$ cat config.mk
export PLATFORM = sky130hd
export DESIGN_NAME = gps_ca_code_gen
export DESIGN_NICKNAME = d
export VERILOG_FILES = /design/src/rtl/gps_pkg.sv /design/src/rtl/gps_ca_lfsr.sv /design/src/rtl/gps_ca_code_gen.sv
export SDC_FILE = /design/constraint.sdc
export NUM_CORES = 1
export LEC_CHECK = 0
export ABC_CLOCK_PERIOD_IN_PS = 3900
export BUFFER_PORTS_ARGS = -buffer_cell sky130_fd_sc_hd__clkbuf_2
export CAP_MARGIN = 20
export CORE_ASPECT_RATIO = 0.5
export CORE_MARGIN = 2
export CORE_UTILIZATION = 54
export DETAILED_ROUTE_END_ITERATION = 7
export PLACE_DENSITY = 0.78
export SYNTH_ARGS = -nofsm -noshare
export SYNTH_HDL_FRONTEND = slang
export SYNTH_SLANG_ARGS = --single-unit
$ cat constraint.sdc
create_clock -name clk -period 3.9 [get_ports clk]
set_input_delay 0.78 -clock clk [delete_from_list [all_inputs] [get_ports clk]]
set_output_delay 0.78 -clock clk [all_outputs]
set_load 0.02 [all_outputs]
$ cat src/rtl/gps_pkg.sv
// Shared definitions for the GPS L1 C/A code generator.
//   state_t    : controller states
//   CA_LEN     : chips per C/A code period
//   G1_TAPS    : G1 feedback taps as a mask over stage indices 10..1
//   G2_TAPS    : G2 feedback taps as a mask over stage indices 10..1
//   prn_taps() : PRN -> {t1, t2} G2 phase-selector taps, 0 for unknown PRN
package gps_pkg;

   typedef enum logic [1:0] {
      IDLE = 2'd0,
      SLEW = 2'd1,
      RUN  = 2'd2
   } state_t;

   localparam int unsigned CA_LEN  = 1023;
   localparam int unsigned PRN_MAX = 32;

   // Bit i of the mask selects stage i (vector indexed [10:1])
   localparam logic [10:1] G1_TAPS = 10'b10_0000_0100;   // stages 3, 10
   localparam logic [10:1] G2_TAPS = 10'b11_1010_0110;   // stages 2,3,6,8,9,10

   // G2 phase-selector tap pair for each satellite PRN
   function automatic logic [7:0] prn_taps(input logic [5:0] prn);
      logic [7:0] t;
      case (prn)
         6'd1:    t = {4'd2, 4'd6};
         6'd2:    t = {4'd3, 4'd7};
         6'd3:    t = {4'd4, 4'd8};
         6'd4:    t = {4'd5, 4'd9};
         6'd5:    t = {4'd1, 4'd9};
         6'd6:    t = {4'd2, 4'd10};
         6'd7:    t = {4'd1, 4'd8};
         6'd8:    t = {4'd2, 4'd9};
         6'd9:    t = {4'd3, 4'd10};
         6'd10:   t = {4'd2, 4'd3};
         6'd11:   t = {4'd3, 4'd4};
         6'd12:   t = {4'd5, 4'd6};
         6'd13:   t = {4'd6, 4'd7};
         6'd14:   t = {4'd7, 4'd8};
         6'd15:   t = {4'd8, 4'd9};
         6'd16:   t = {4'd9, 4'd10};
         6'd17:   t = {4'd1, 4'd4};
         6'd18:   t = {4'd2, 4'd5};
         6'd19:   t = {4'd3, 4'd6};
         6'd20:   t = {4'd4, 4'd7};
         6'd21:   t = {4'd5, 4'd8};
         6'd22:   t = {4'd6, 4'd9};
         6'd23:   t = {4'd1, 4'd3};
         6'd24:   t = {4'd4, 4'd6};
         6'd25:   t = {4'd5, 4'd7};
         6'd26:   t = {4'd6, 4'd8};
         6'd27:   t = {4'd7, 4'd9};
         6'd28:   t = {4'd8, 4'd10};
         6'd29:   t = {4'd1, 4'd6};
         6'd30:   t = {4'd2, 4'd7};
         6'd31:   t = {4'd3, 4'd8};
         6'd32:   t = {4'd4, 4'd9};
         default: t = 8'h00;
      endcase
      return t;
   endfunction

endpackage

$ cat src/rtl/gps_ca_lfsr.sv
// G1/G2 shift registers and chip output for one PRN.
//   clk, rst     : clock, synchronous active-high reset
//   load         : set both registers to all-ones and latch tap1/tap2
//   reseed       : set both registers to all-ones, keep latched taps
//   adv          : advance both registers by one chip
//   en           : chip output enable (chip forced to 0 when low)
//   tap1, tap2   : G2 phase-selector taps, sampled on load
//   chip         : G1[10] ^ G2[t1] ^ G2[t2], from registered state only
module gps_ca_lfsr
   import gps_pkg::*;
(
   input  logic       clk,
   input  logic       rst,
   input  logic       load,
   input  logic       reseed,
   input  logic       adv,
   input  logic       en,
   input  logic [3:0] tap1,
   input  logic [3:0] tap2,
   output logic       chip
);

   logic [10:1] g1;
   logic [10:1] g2;
   logic [3:0]  t1_q;
   logic [3:0]  t2_q;
   logic [15:0] g2_ext;

   // Registers shift toward stage 10; feedback enters stage 1
   always_ff @(posedge clk) begin
      if (rst) begin
         g1   <= '1;
         g2   <= '1;
         t1_q <= 4'd0;
         t2_q <= 4'd0;
      end else if (load) begin
         g1   <= '1;
         g2   <= '1;
         t1_q <= tap1;
         t2_q <= tap2;
      end else if (reseed) begin
         g1 <= '1;
         g2 <= '1;
      end else if (adv) begin
         g1 <= {g1[9:1], ^(g1 & G1_TAPS)};
         g2 <= {g2[9:1], ^(g2 & G2_TAPS)};
      end
   end

   // Zero-padded so any 4-bit tap value indexes in range (tap 0 reads 0)
   always_comb begin
      g2_ext = {5'b0, g2, 1'b0};
      chip   = en & (g1[10] ^ g2_ext[t1_q] ^ g2_ext[t2_q]);
   end

endmodule

$ cat src/rtl/gps_ca_code_gen.sv
// GPS L1 C/A code replica generator driven by a code-rate NCO.
//   clk, rst    : clock, synchronous active-high reset
//   start       : load prn/init_phase/code_freq and (re)start
//   stop        : return to IDLE (wins over start)
//   prn         : satellite PRN 1..32
//   init_phase  : initial chip delay 0..CA_LEN-1, reached by fast slewing
//   code_freq   : NCO increment per sample_en (2^NCO_BITS = 1 chip/sample)
//   sample_en   : one-cycle ADC sample strobe
//   chip        : current C/A chip, 0 when idle
//   chip_idx    : index of current chip
//   chip_adv    : pulse when chip/chip_idx advanced in RUN
//   epoch       : pulse when chip_idx wrapped to 0 in RUN
//   busy        : high in SLEW or RUN
//   err         : pulse when a start carried invalid arguments
module gps_ca_code_gen
   import gps_pkg::*;
#(
   parameter int unsigned NCO_BITS = 32,
   parameter int unsigned CA_LEN   = 1023
) (
   input  logic                clk,
   input  logic                rst,
   input  logic                start,
   input  logic                stop,
   input  logic [5:0]          prn,
   input  logic [9:0]          init_phase,
   input  logic [NCO_BITS-1:0] code_freq,
   input  logic                sample_en,
   output logic                chip,
   output logic [9:0]          chip_idx,
   output logic                chip_adv,
   output logic                epoch,
   output logic                busy,
   output logic                err
);

   state_t              state;
   logic [NCO_BITS-1:0] nco;
   logic [9:0]          slew_cnt;

   logic [7:0]          taps;
   logic                args_ok;
   logic [NCO_BITS:0]   nco_sum;
   logic                carry;
   logic                wrap;
   logic                load;
   logic                hold_off;
   logic                lfsr_adv;
   logic                lfsr_reseed;

   // Start validation, NCO carry and LFSR control decode
   always_comb begin
      taps        = prn_taps(prn);
      args_ok     = (prn != 6'd0) && (32'(prn) <= PRN_MAX) && (32'(init_phase) < CA_LEN);
      nco_sum     = {1'b0, nco} + {1'b0, code_freq};
      carry       = (state == RUN) && sample_en && nco_sum[NCO_BITS];
      wrap        = carry && (chip_idx == 10'(CA_LEN - 1));
      load        = !stop && start && args_ok;
      hold_off    = stop || load;
      lfsr_adv    = !hold_off && ((state == SLEW) || (carry && !wrap));
      lfsr_reseed = !hold_off && wrap;
   end

   // Controller: stop > valid start > state activity
   always_ff @(posedge clk) begin
      if (rst) begin
         state    <= IDLE;
         nco      <= '0;
         slew_cnt <= 10'd0;
         chip_idx <= 10'd0;
         chip_adv <= 1'b0;
         epoch    <= 1'b0;
         busy     <= 1'b0;
         err      <= 1'b0;
      end else begin
         chip_adv <= 1'b0;
         epoch    <= 1'b0;
         err      <= 1'b0;
         if (stop) begin
            state <= IDLE;
            busy  <= 1'b0;
         end else if (load) begin
            state    <= (init_phase == 10'd0) ? RUN : SLEW;
            busy     <= 1'b1;
            nco      <= '0;
            chip_idx <= 10'd0;
            slew_cnt <= init_phase;
         end else begin
            if (start) err <= 1'b1;
            case (state)
               SLEW: begin
                  slew_cnt <= slew_cnt - 10'd1;
                  chip_idx <= chip_idx + 10'd1;
                  if (slew_cnt == 10'd1) state <= RUN;
               end
               RUN: begin
                  if (sample_en) begin
                     nco <= nco_sum[NCO_BITS-1:0];
                     if (carry) begin
                        chip_adv <= 1'b1;
                        if (wrap) begin
                           chip_idx <= 10'd0;
                           epoch    <= 1'b1;
                        end else begin
                           chip_idx <= chip_idx + 10'd1;
                        end
                     end
                  end
               end
               default: ;
            endcase
         end
      end
   end

   gps_ca_lfsr u_lfsr (
      .clk    (clk),
      .rst    (rst),
      .load   (load),
      .reseed (lfsr_reseed),
      .adv    (lfsr_adv),
      .en     (busy),
      .tap1   (taps[7:4]),
      .tap2   (taps[3:0]),
      .chip   (chip)
   );

endmodule

==> After elaboration in Yosys (flattened, before gate mapping) <==
Memories as Yosys holds them, arrays and structs flattened. A register that Yosys moved wholly into a read port is not among the register bits.
Index checks and enable logic that the tools add are counted.
{ "word_totals": {"elab_cells": 85, "reg_bits": 78, "memories": 1, "output_inout_bits": 15, "rom_bits": 512} }
{ "classes": {"n_reduce_logical": 33, "eq_ne": 6, "n_bitwise": 7, "mux": 21, "addsub": 3, "order_cmp": 4} }
{ "mem_list": {"columns": ["memory", "words", "width", "rd", "rd_clocked_by_memory_dff", "write_ports", "line", "rtl"], "rows": [
  ["(name not given)", 64, 8, 1, 1, 0, "gps_pkg.sv:25", "case (prn)"]
]} }
{ "op_table": {"columns": ["cell", "n"], "rows": [
  ["2-to-1 mux 32 bit", 3],
  ["2-to-1 mux 10 bit", 6],
  ["adder 32 x 32 -> 33 bit", 1],
  ["one-hot mux 10 bit (2 select lines)", 1],
  ["parity 10 bit", 2],
  ["adder 10 x 1 -> 10 bit, second input constant", 1],
  ["== test 10 x 1 -> 1 bit, second input constant", 1],
  ["== test 10 bit, second input constant", 1],
  ["logical AND 1 bit", 10],
  ["logical NOT 10 bit", 1],
  ["less-than comparator 10 bit, second input constant", 1],
  ["less-than comparator 4 x 5 -> 1 bit, second input constant", 2],
  ["subtractor 10 x 1 -> 10 bit, second input constant", 1],
  ["binary-select mux 1 bit (select 4 bit)", 2],
  ["2-to-1 mux 2 bit", 4],
  ["nonzero test 2 bit", 4],
  ["<= comparator 6 bit, second input constant", 1],
  ["inequality test 3 bit, second input constant", 2],
  ["nonzero test 6 bit", 1],
  ["OR reduction 3 bit", 2],
  ["OR reduction 6 bit", 1],
  ["2-to-1 mux 1 bit", 5],
  ["OR reduction 5 bit", 1],
  ["inverter 1 bit", 4],
  ["other kinds (11)", 16]
]} }

==> Logic depth before layout (Yosys ltp) <==
Gate-level depths: netlist of the first run.
{ "depth": {"word_depth": 9, "mapped_depth": 13, "mapped_depth_nobuf": 11} }

==> Cells and area by module <==
A second synthesis of the first run with hierarchy kept.
{ "unflattened": {"cells_unflattened": 789, "hier_area_um2": 6209.7} }
{ "by_module_without_submodules": {"columns": ["module", "area_per_inst_um2", "cells_per_inst", "instances", "seq_area_each_um2"], "rows": [
  ["gps_ca_code_gen", 4941.0, 662, 1, 1161.1],
  ["gps_ca_lfsr", 1268.7, 127, 1, 560.5]
]} }

==> Worst setup path after synthesis of the first run <==
OpenSTA, ideal clock, no wires.
{ "synth_path": {"kind": "input port to flip-flop", "start": "input code_freq[21]", "end": "register u_lfsr.g1[10] in the netlist's numbering", "arrival_ps": 3125, "t_required_ps": 3781, "path_slack_ps": 657, "setup_ps": 119, "stages": 11, "path_cell_list": "ha_1 a21o_1 a21o_1 a2111oi_2 and4b_4 a2111oi_4 a21oi_2 o211ai_4 buf_6 mux2i_1 nand2_1"} }
{ "synth_via": {"elab_chain_len": 7, "word_cells_on_any_way": 9, "classes_between": "add/sub (1); reduce/logical (8)"} }
{ "synth_rtl": {"columns": ["item", "line", "rtl"], "rows": [
  ["start, declared", "gps_ca_code_gen.sv:27", "input logic [NCO_BITS-1:0] code_freq,"],
  ["adder 32 x 32 -> 33 bit (*)", "gps_ca_code_gen.sv:55", "nco_sum = {1'b0, nco} + {1'b0, code_freq};"],
  ["logical AND 1 bit (*)", "gps_ca_code_gen.sv:56", "carry = (state == RUN) && sample_en && nco_sum[NCO_BITS];"],
  ["logical AND 1 bit", "gps_ca_code_gen.sv:57", "wrap = carry && (chip_idx == 10'(CA_LEN - 1));"],
  ["logical NOT 1 bit", "gps_ca_code_gen.sv:60", "lfsr_adv = !hold_off && ((state == SLEW) || (carry && !wrap));"],
  ["logical AND 1 bit", "gps_ca_code_gen.sv:60", null],
  ["logical OR 1 bit", "gps_ca_code_gen.sv:60", null],
  ["logical AND 1 bit", "gps_ca_code_gen.sv:60", null],
  ["end signal, assigned", "gps_ca_lfsr.sv:45", "g1 <= {g1[9:1], ^(g1 & G1_TAPS)};"],
  ["end, declared", "gps_ca_lfsr.sv:23", "logic [10:1] g1;"]
]} }
Every way passes the cells marked *; elsewhere a longest branch is shown, timed or not.
A chain may end at the register's enable or synchronous reset.

==> Worst setup path in the final report of the first run <==
{ "layout_path": {"start": "input code_freq[0]", "end": "register chip_idx[9]"} }
{ "layout_via": {"elab_chain_len": 8, "word_cells_on_any_way": 10, "classes_between": "add/sub (1); eq/ne (1); mux (5); reduce/logical (3)"} }
{ "layout_rtl": {"columns": ["item", "line", "rtl"], "rows": [
  ["adder 32 x 32 -> 33 bit (*)", "gps_ca_code_gen.sv:55", null],
  ["logical AND 1 bit (*)", "gps_ca_code_gen.sv:56", null],
  ["logical AND 1 bit", "gps_ca_code_gen.sv:57", null],
  ["2-to-1 mux 10 bit", "gps_ca_code_gen.sv:101", "if (wrap) begin"],
  ["2-to-1 mux 10 bit", "gps_ca_code_gen.sv:99", "if (carry) begin"],
  ["2-to-1 mux 10 bit", "gps_ca_code_gen.sv:97", "if (sample_en) begin"],
  ["one-hot mux 10 bit (2 select lines)", "gps_ca_code_gen.sv:90", "case (state)"],
  ["2-to-1 mux 10 bit", "gps_ca_code_gen.sv:82", "end else if (load) begin"],
  ["end signal, assigned", "gps_ca_code_gen.sv:93", "chip_idx <= chip_idx + 10'd1;"],
  ["end signal, assigned", "gps_ca_code_gen.sv:105", "chip_idx <= chip_idx + 10'd1;"],
  ["end, declared", "gps_ca_code_gen.sv:30", "output logic [9:0] chip_idx,"]
]} }
Every way passes the cells marked *; elsewhere a longest branch is shown, timed or not. The select of a mux whose other input is x is not followed.

==> results.md, run 1 <==
- Status: completed
- Tot Pwr: 0.002023 W
- DRT iter0 DRCs: 260
- R2r setup slk: 0.80 ns
- Total iterations of the first detailed-routing run: 4
- RR Endpoint: chip_idx[9]
- Startpoint Class: input port
- Register bit count reported by yosys: 86
- Pwr/cell area: 312.9 mW/mm^2
- Hold Startpoint: nco[12]
- Worst hold path type: reg2reg
- Rel. slew slack: 46.08%
- Tightest Pin Transition: 0.8058 ns
- Global-route wire length before repair: 21.75 mm
- Residual DRC count: 0
- Clock buffer depth: 2
- Die Ht: 76.69 um
- Post-cts resize count: 0
- Row count: 26
- Root Buffer: clkbuf_16
- Remaining antenna violation count after routing: 0
- Hold WS: 0.4560 ns
- Post-synth cell types: 66
- Maxcap violations: 0
- Clk sinks: 86
- Final period utilization: 85.10%
- H-tree levels: 3
- Largest area contributor in the netlist: dfxtp_1
- Min Tclk post-route: 3.319 ns
- Peak VDD IR: 0.1972 mV
- Post-DP HPWL: 9.104 mm
- Grt ovf: 0
- Worst hold endpoint: nco[12]
- Mapped Area: 0.005707 sq mm
- Core area: 0.01025 sq mm
- Endpoints failing hold: 0
- Total CTS buffers: 9
- Sequential area share after synthesis: 30.17%
- Async SR Flop Fraction: 0%
- Number of global-route vias before repair: 4,843
- Antenna fix cells: 0
- Area Overhead vs Synth: 13.31%
- Worst skew pair latency: 0.34 ns
- Gr usage total: 22.81%
- Hold Path Stages: 2
- Die Width: 149.4 um
- Synth area leaders: dfxtp_1 (30%), ha_1 (8.8%), nand2_1 (6.6%)
- TNS Setup: 0 ns
- Routed WL: 12.69 mm
- FF-to-FF Start: nco[0]
- Mean Syn Cell Area: 7.993 sq um
- LEAKAGE: 2.791 nW
- Commonest cells in the netlist: nand2_1 (100), dfxtp_1 (86), nor2_1 (82), a21oi_1 (58), o21ai_0 (44)
- Syn nets: 808
- Largest net degree at the start of global routing: 32
- Layout cells sized above 1: 14.14%
- Routed vias: 5,241
- GP Congestion: 0.8591
- Reg clk slew, reported paths: 0.06 ns
- Die ar.: 0.01146 sq mm
- Worst Path Arrival: 3.59 ns
- Setup violators final: 0
- Synth Flop Type: dfxtp_1
- Crit path required time: 4.18 ns
- Synth top area share: 30.17%
- Hold-fix buffers, CTS: 0
- Worst Clk Skew: 0.008984 ns
- Number of buffers added on ports: 67
- F_max: 0.3013 GHz
- Mapped Cells: 714
- Initial antenna violation count: 0
- Nets: 860
- Wire per inst: 13.93 um
- Post-DR vias/cell: 5.753
- Most common cell in the netlist: nand2_1
- Synth Warn #: 0
- Crit Path Max Fanout: 21
- Worst Setup Path Type: in2reg
- CTS tree: done
- I/O pin cnt: 68
- Post-CTS Setup Inserts: 0
- Post-synth EDFFs: 0
- Initial Util: 55.69%
- Final Max Tran Viols: 0
- Critical Path End Type: flop
- Unrepaired setup endpoints after global routing: false
- R2r worst-path depth: 12
==> worst max path at each step <==
| stage | from | to | cells past startpoint |
|---|---|---|---|
| after detailed placement | code_freq[0] | chip_idx[9] | 13 |
| after CTS | code_freq[0] | chip_idx[9] | 13 |
| after global routing | code_freq[0] | chip_idx[9] | 13 |
| final | code_freq[0] | chip_idx[9] | 13 |
| after global placement | code_freq[0] | chip_idx[9] | 13 |
| after floorplan | code_freq[21] | u_lfsr.g1[10] | 11 |
==> layout by cell type (no fill, tap or decap), types with 3 or more instances in the layout <==
| master | n |
|---|---|
| xor2_1 | 21 |
| o211ai_1 | 6 |
| and3_1 | 3 |
| a211oi_1 | 23 |
| nor4_1 | 5 |
| clkbuf_2 | 67 |
| a221o_1 | 3 |
| nand3_1 | 12 |
| mux4_2 | 3 |
| o21bai_1 | 3 |
| o21ai_0 | 44 |
| a31oi_1 | 6 |
| clkinv_4 | 3 |
| a21o_1 | 17 |
| nor3_1 | 15 |
| nor3b_1 | 3 |
| nand2_1 | 100 |
| dfxtp_1 | 86 |
| inv_1 | 16 |
| clkbuf_16 | 9 |
| buf_4 | 5 |
| mux2i_1 | 27 |
| nor2b_1 | 5 |
| xnor2_1 | 27 |
| nand4_1 | 7 |
| a21oi_1 | 58 |
| o21a_1 | 7 |
| nand2b_1 | 9 |
| nor2_1 | 82 |
| ha_1 | 40 |
| or3_1 | 6 |
==> worst max-delay path, stage by stage <==
cell and delay (ns):
clkbuf_2 0.08, ha_1 0.23, fa_1 0.41, a21o_1 0.18, a21oi_1 0.26, o211ai_1 0.16
a21o_1 0.25, o211ai_2 0.22, a31oi_1 0.20, a21oi_2 0.29, o21a_1 0.22, buf_12 0.16
a21boi_1 0.15
==> per-layer routing <==
layer | GRT usage [%] | vias to the layer above | routed length [um]
met3 | 4.583 | 10 | 589
met4 | 4.667 | 0 | 92
met2 | 38.81 | 114 | 6007
met1 | 30.15 | 2454 | 6000
met5 | 0 | - | 0
li1 | - | 2663 | -
==> cell families after synthesis <==
| group | count (synthesis) | synth area share (%) |
|---|---|---|
| AND/OR/NAND/NOR | 258 | 20.15 |
| AO/OA/AOI/OAI | 201 | 23.50 |
| flip-flops | 86 | 30.17 |
| buffers and inverters | 49 | 3.574 |
| XOR/XNOR | 48 | 7.367 |
| adder cells (fa/ha/maj) | 41 | 9.121 |
| multiplexers | 31 | 6.117 |
==> state kept, by name (all words and copies together), names as in the netlist <==
register     cells
nco             32
u_lfsr.g2       10
state            2
slew_cnt        10
chip_adv         1
err              1
u_lfsr.t2_q      4
u_lfsr.g1       10
epoch            1
busy             1
chip_idx        10
u_lfsr.t1_q      4
==> through the flow <==
step	area [sq um]	cells	util, %	setup WS, ns
after global placement	6156	895	60.07	0.3661
after global routing	6466	911	63.10	0.4074
after floorplan	5707	714	-	0.6566
after CTS	6466	911	63.10	0.5859
after detailed placement	6156	895	60.07	0.2681
final	6466	911	63.10	0.5811
==> where the power goes <==
| part | internal [W] | switching [W] |
|---|---|---|
| clock network | 0.000517 | 0.000367 |
| registers | 0.000890 | 0.0000114 |
| logic | 0.0000986 | 0.000139 |
==> final cells by class <==
cell class / count / area, sq um
timing repair buffer: 74 / 412.9
clock buffer: 10 / 239.0
tap: 140 / 175.2
fill: 903 / 3781
sequential: 86 / 1722
inverter: 16 / 60.06
multi-input combinational: 579 / 3786
clock inverter: 6 / 71.32
(Power assumes the default switching activity.)
==> run 2, diff against run 1 <==
--- a/config.mk
+++ b/config.mk
@@ -11,8 +11,9 @@
 export CORE_ASPECT_RATIO = 0.5
 export CORE_MARGIN = 2
 export CORE_UTILIZATION = 54
+export CTS_CLUSTER_SIZE = 14
 export DETAILED_ROUTE_END_ITERATION = 7
-export PLACE_DENSITY = 0.78
+export PLACE_DENSITY = 0.83
 export SYNTH_ARGS = -nofsm -noshare
 export SYNTH_HDL_FRONTEND = slang
 export SYNTH_SLANG_ARGS = --single-unit
==> results.md, run 2 (same netlist as run 1, synthesis figures left out) <==
- Die ar.: 0.01146 sq mm
- Antenna fix cells: 0
- Largest net degree at the start of global routing: 40
- Worst Path Arrival: 3.65 ns
- R2r setup slk: 0.74 ns
- Most common cell after layout, fill and taps aside: nand2_1
- Die Ht: 76.69 um
- DRT iter0 DRCs: 344
- LEAKAGE: 2.790 nW
- R2r worst-path depth: 12
- Final Max Tran Viols: 0
- Nets: 859
- Post-CTS Setup Inserts: 0
- Worst hold path type: reg2reg
- Worst Setup Path Type: in2reg
- TNS Setup: 0 ns
- Post-DP HPWL: 9.281 mm
- Final period utilization: 86.62%
- Total CTS buffers: 9
- Global-route wire length before repair: 22.32 mm
- Post-cts resize count: 0
- Hold-fix buffers, CTS: 0
- Startpoint Class: input port
- I/O pin cnt: 68
- Non-Filler Instances: 910
- RR Endpoint: chip_idx[9]
- Routed WL: 12.83 mm
- FF-to-FF Start: nco[0]
- Number of global-route vias before repair: 5,000
- Worst skew pair latency: 0.34 ns
- Unrepaired setup endpoints after global routing: false
- Row count: 26
- Clock buffer depth: 2
- Initial antenna violation count: 0
- GP Congestion: 0.8558
- Residual DRC count: 0
- F_max: 0.2960 GHz
- Crit path launch: code_freq[0]
- H-tree levels: 3
- Min Tclk post-route: 3.378 ns
- Most frequent cells in the layout: nand2_1 (100), dfxtp_1 (86), nor2_1 (82)
- Peak VDD IR: 0.2193 mV
- Crit Path Max Fanout: 21
- Critical Path End Type: flop
- Biggest register: nco
- Cell Area, Placed: 0.006148 sq mm
- Die Width: 149.4 um
- Initial Util: 55.69%
- Wire per inst: 14.10 um
- Remaining antenna violation count after routing: 0
- Pwr/cell area: 312.3 mW/mm^2
- Max FFs per register: 32
- Total iterations of the first detailed-routing run: 5
- Post-DR vias/cell: 5.813
- Status: completed
- Placed cell count: 894
- Tightest Pin Transition: 0.8264 ns
- Layout cells sized above 1: 14.03%
- Rel. slew slack: 44.70%
- Reg clk slew, reported paths: 0.06 ns
- Maxcap violations: 0
- Root Buffer: clkbuf_16
- Area Overhead vs Synth: 13.13%
- Endpoints failing hold: 0
- Post-route cell area: 0.006456 sq mm
- Gr usage total: 23.32%
- Grt ovf: 0
- Routed vias: 5,290
- Number of buffers added on ports: 67
- Crit path to: chip_idx[9]
- Crit path required time: 4.17 ns
- CTS tree: done
- Worst Clk Skew: 0.007557 ns
- Setup violators final: 0
- Core area: 0.01025 sq mm
- Clk sinks: 86
run 2: metal layers:
metal	vias up	part of all wire (%)	wire length (um)	GRT usage (%)
li1	2656	-	-	-
met3	12	4.1	525	4.107
met1	2502	46	5924	29.89
met2	120	49	6239	40.69
met5	-	0	0	0
met4	0	1.1	143	6.000
run 2: worst min-delay path by stage:
stage | start | endpoint | slack [ns] | cells after the start
finish | nco[18] | nco[18] | 0.46 | 2
detailed placement | nco[15] | nco[15] | 0.45 | 2
global route | nco[12] | nco[12] | 0.49 | 2
CTS | nco[15] | nco[15] | 0.46 | 2
floorplan | nco[19] | nco[19] | 0.43 | 2
global placement | nco[19] | nco[19] | 0.44 | 2
run 2: cell type report:
type | count | area, sq um
clock buffers | 10 | 239.0
fillers | 868 | 3791
flip-flops and latches | 86 | 1722
repair buffers | 73 | 405.4
multi-input cells | 579 | 3786
inverters | 16 | 60.06
well taps | 140 | 175.2
clock inverters | 6 | 68.82
run 2: through the flow:
step | setup WS [ns] | util, % | total power (W) | hold slack, ns
after CTS | 0.5252 | 63.00 | 0.002036 | 0.4593
after detailed placement | 0.2052 | 60.00 | 0.001155 | 0.4520
after global placement | 0.3627 | 60.00 | 0.001149 | 0.4389
final | 0.5217 | 63.00 | 0.002016 | 0.4572
after floorplan | 0.6566 | - | 0.001086 | 0.4291
after global routing | 0.3333 | 63.00 | 0.002097 | 0.4875
run 2: critical path: stages:
cell	delay, ns
clkbuf_2	0.08
ha_1	0.23
fa_1	0.43
a21o_1	0.18
a21oi_1	0.26
o211ai_1	0.16
a21o_1	0.25
o211ai_2	0.22
a31oi_1	0.20
a21oi_2	0.30
o21a_1	0.22
buf_12	0.16
a21boi_1	0.17
run 2: power breakdown:
group          switching, W  internal (W)  leakage, nW  total, W
Clock              0.000360      0.000517        0.149  0.000877
Sequential        0.0000117      0.000891        0.696  0.000902
Combinational      0.000139     0.0000980         1.95  0.000237
Total              0.000511       0.00151         2.79   0.00202
==> run 3, diff against run 2 <==
--- a/config.mk
+++ b/config.mk
@@ -11,6 +11,7 @@
 export CORE_ASPECT_RATIO = 0.5
 export CORE_MARGIN = 2
 export CORE_UTILIZATION = 54
+export CTS_BUF_LIST = sky130_fd_sc_hd__clkbuf_2 sky130_fd_sc_hd__clkbuf_4 sky130_fd_sc_hd__clkbuf_8
 export CTS_CLUSTER_SIZE = 14
 export DETAILED_ROUTE_END_ITERATION = 7
 export PLACE_DENSITY = 0.83
==> results.md, run 3 (same netlist as run 1, synthesis figures left out) <==
- Setup violators final: 0
- Global route hottest layer: met2
- Global-route wire length before repair: 22.37 mm
- Residual DRC count: 0
- Post-CTS Setup Inserts: 0
- Crit path required time: 4.20 ns
- CTS tree: done
- Gr usage total: 23.54%
- Met1 Use GR: 30.13%
- Startpoint Class: input port
- Final period utilization: 86.11%
- Hold WS: 0.4603 ns
- Routed WL: 12.90 mm
- Peak VDD IR: 0.1466 mV
- Unrepaired setup endpoints after global routing: false
- GR Layer Usage met2: 40.60%
- Grt ovf: 0
- LEAKAGE: 2.744 nW
- Cell Area, Placed: 0.006148 sq mm
- Number of buffers added on ports: 67
- Layout cells sized above 1: 14.03%
- Crit Path Max Fanout: 21
- Initial Util: 55.69%
- GP Congestion: 0.8558
- Nets: 859
- Hold-fix buffers, CTS: 0
- Initial antenna violation count: 0
- Tot Pwr: 0.001798 W
- Routed vias: 5,235
- Row count: 26
- Largest net degree at the start of global routing: 40
- Root Buffer: clkbuf_8
- Post-route cell area: 0.006355 sq mm
- Pwr/cell area: 283.0 mW/mm^2
- Post-DR vias/cell: 5.753
- TNS Setup: 0 ns
- Status: completed
- F_max: 0.2978 GHz
- Met3 usage: 4.821%
- Worst Setup Path Type: in2reg
- Tightest Pin Transition: 0.8121 ns
- Core area: 0.01025 sq mm
- H-tree levels: 3
- Clock buffer depth: 2
- Max FFs per register: 32
- Die Ht: 76.69 um
- Endpoints failing hold: 0
- Post-cts resize count: 0
- Maxcap violations: 0
- Remaining antenna violation count after routing: 0
- Rel. slew slack: 45.66%
- Number of global-route vias before repair: 4,962
- DRT iter0 DRCs: 306
- Reg clk slew, reported paths: 0.09 ns
- Total iterations of the first detailed-routing run: 5
- Worst Path Arrival: 3.66 ns
- Worst hold path type: reg2reg
- Final Max Tran Viols: 0
- Die ar.: 0.01146 sq mm
- Post-DP HPWL: 9.281 mm
- Worst skew pair latency: 0.38 ns
- Wire per inst: 14.17 um
- I/O pin cnt: 68
- Total CTS buffers: 9
- Clk sinks: 86
- Area Overhead vs Synth: 11.36%
- Most common cell after layout, fill and taps aside: nand2_1
- Biggest register: nco
- Antenna fix cells: 0
- Most frequent cells in the layout: nand2_1 (100), dfxtp_1 (86), nor2_1 (82)
- Critical Path End Type: flop
- Worst Clk Skew: 0.009664 ns
- Min Tclk post-route: 3.358 ns
- Finished Core Util: 62.01%
- Die Width: 149.4 um
run 3: cell type report:
class | count | area (sq um)
Clock buffer | 10 | 137.6
Clock inverter | 6 | 68.82
Fill cell | 890 | 3892
Timing Repair Buffer | 73 | 405.4
Sequential cell | 86 | 1722
Multi-Input combinational cell | 579 | 3786
Inverter | 16 | 60.06
Tap cell | 140 | 175.2
run 3: path summary, 6_finish.rpt:
| path | cells after the start | slack [ns] | from | endpoint |
|---|---|---|---|---|
| max | 13 | 0.54 | code_freq[0] | chip_idx[9] |
| min | 2 | 0.46 | nco[18] | nco[18] |
| max reg2reg | 12 | 0.72 | nco[0] | chip_idx[9] |
| min reg2reg | 2 | 0.46 | nco[18] | nco[18] |
run 3: stage by stage:
step	worst slack, ns	std cells
after floorplan	0.6566	714
after global placement	0.3627	894
after detailed placement	0.2052	894
after CTS	0.5512	910
after global routing	0.3644	910
final	0.5418	910
run 3: power by group:
part           internal (W)  switching (W)  leakage [nW]
Clock              0.000317       0.000343         0.103
Combinational     0.0000980       0.000139          1.95
Sequential         0.000890      0.0000115         0.696
run 3: per-layer routing:
layer  vias up  wire length (um)
li1       2655                 -
met1      2467              6081
met2       101              6182
met3        12               491
met4         0               143
met5         -                 0
run 3: worst max-delay path, cell delays in order:
cell	delay, ns
clkbuf_2	0.08
ha_1	0.23
fa_1	0.43
a21o_1	0.18
a21oi_1	0.26
o211ai_1	0.16
a21o_1	0.24
o211ai_2	0.23
a31oi_1	0.20
a21oi_2	0.30
o21a_1	0.22
buf_12	0.16
a21boi_1	0.18
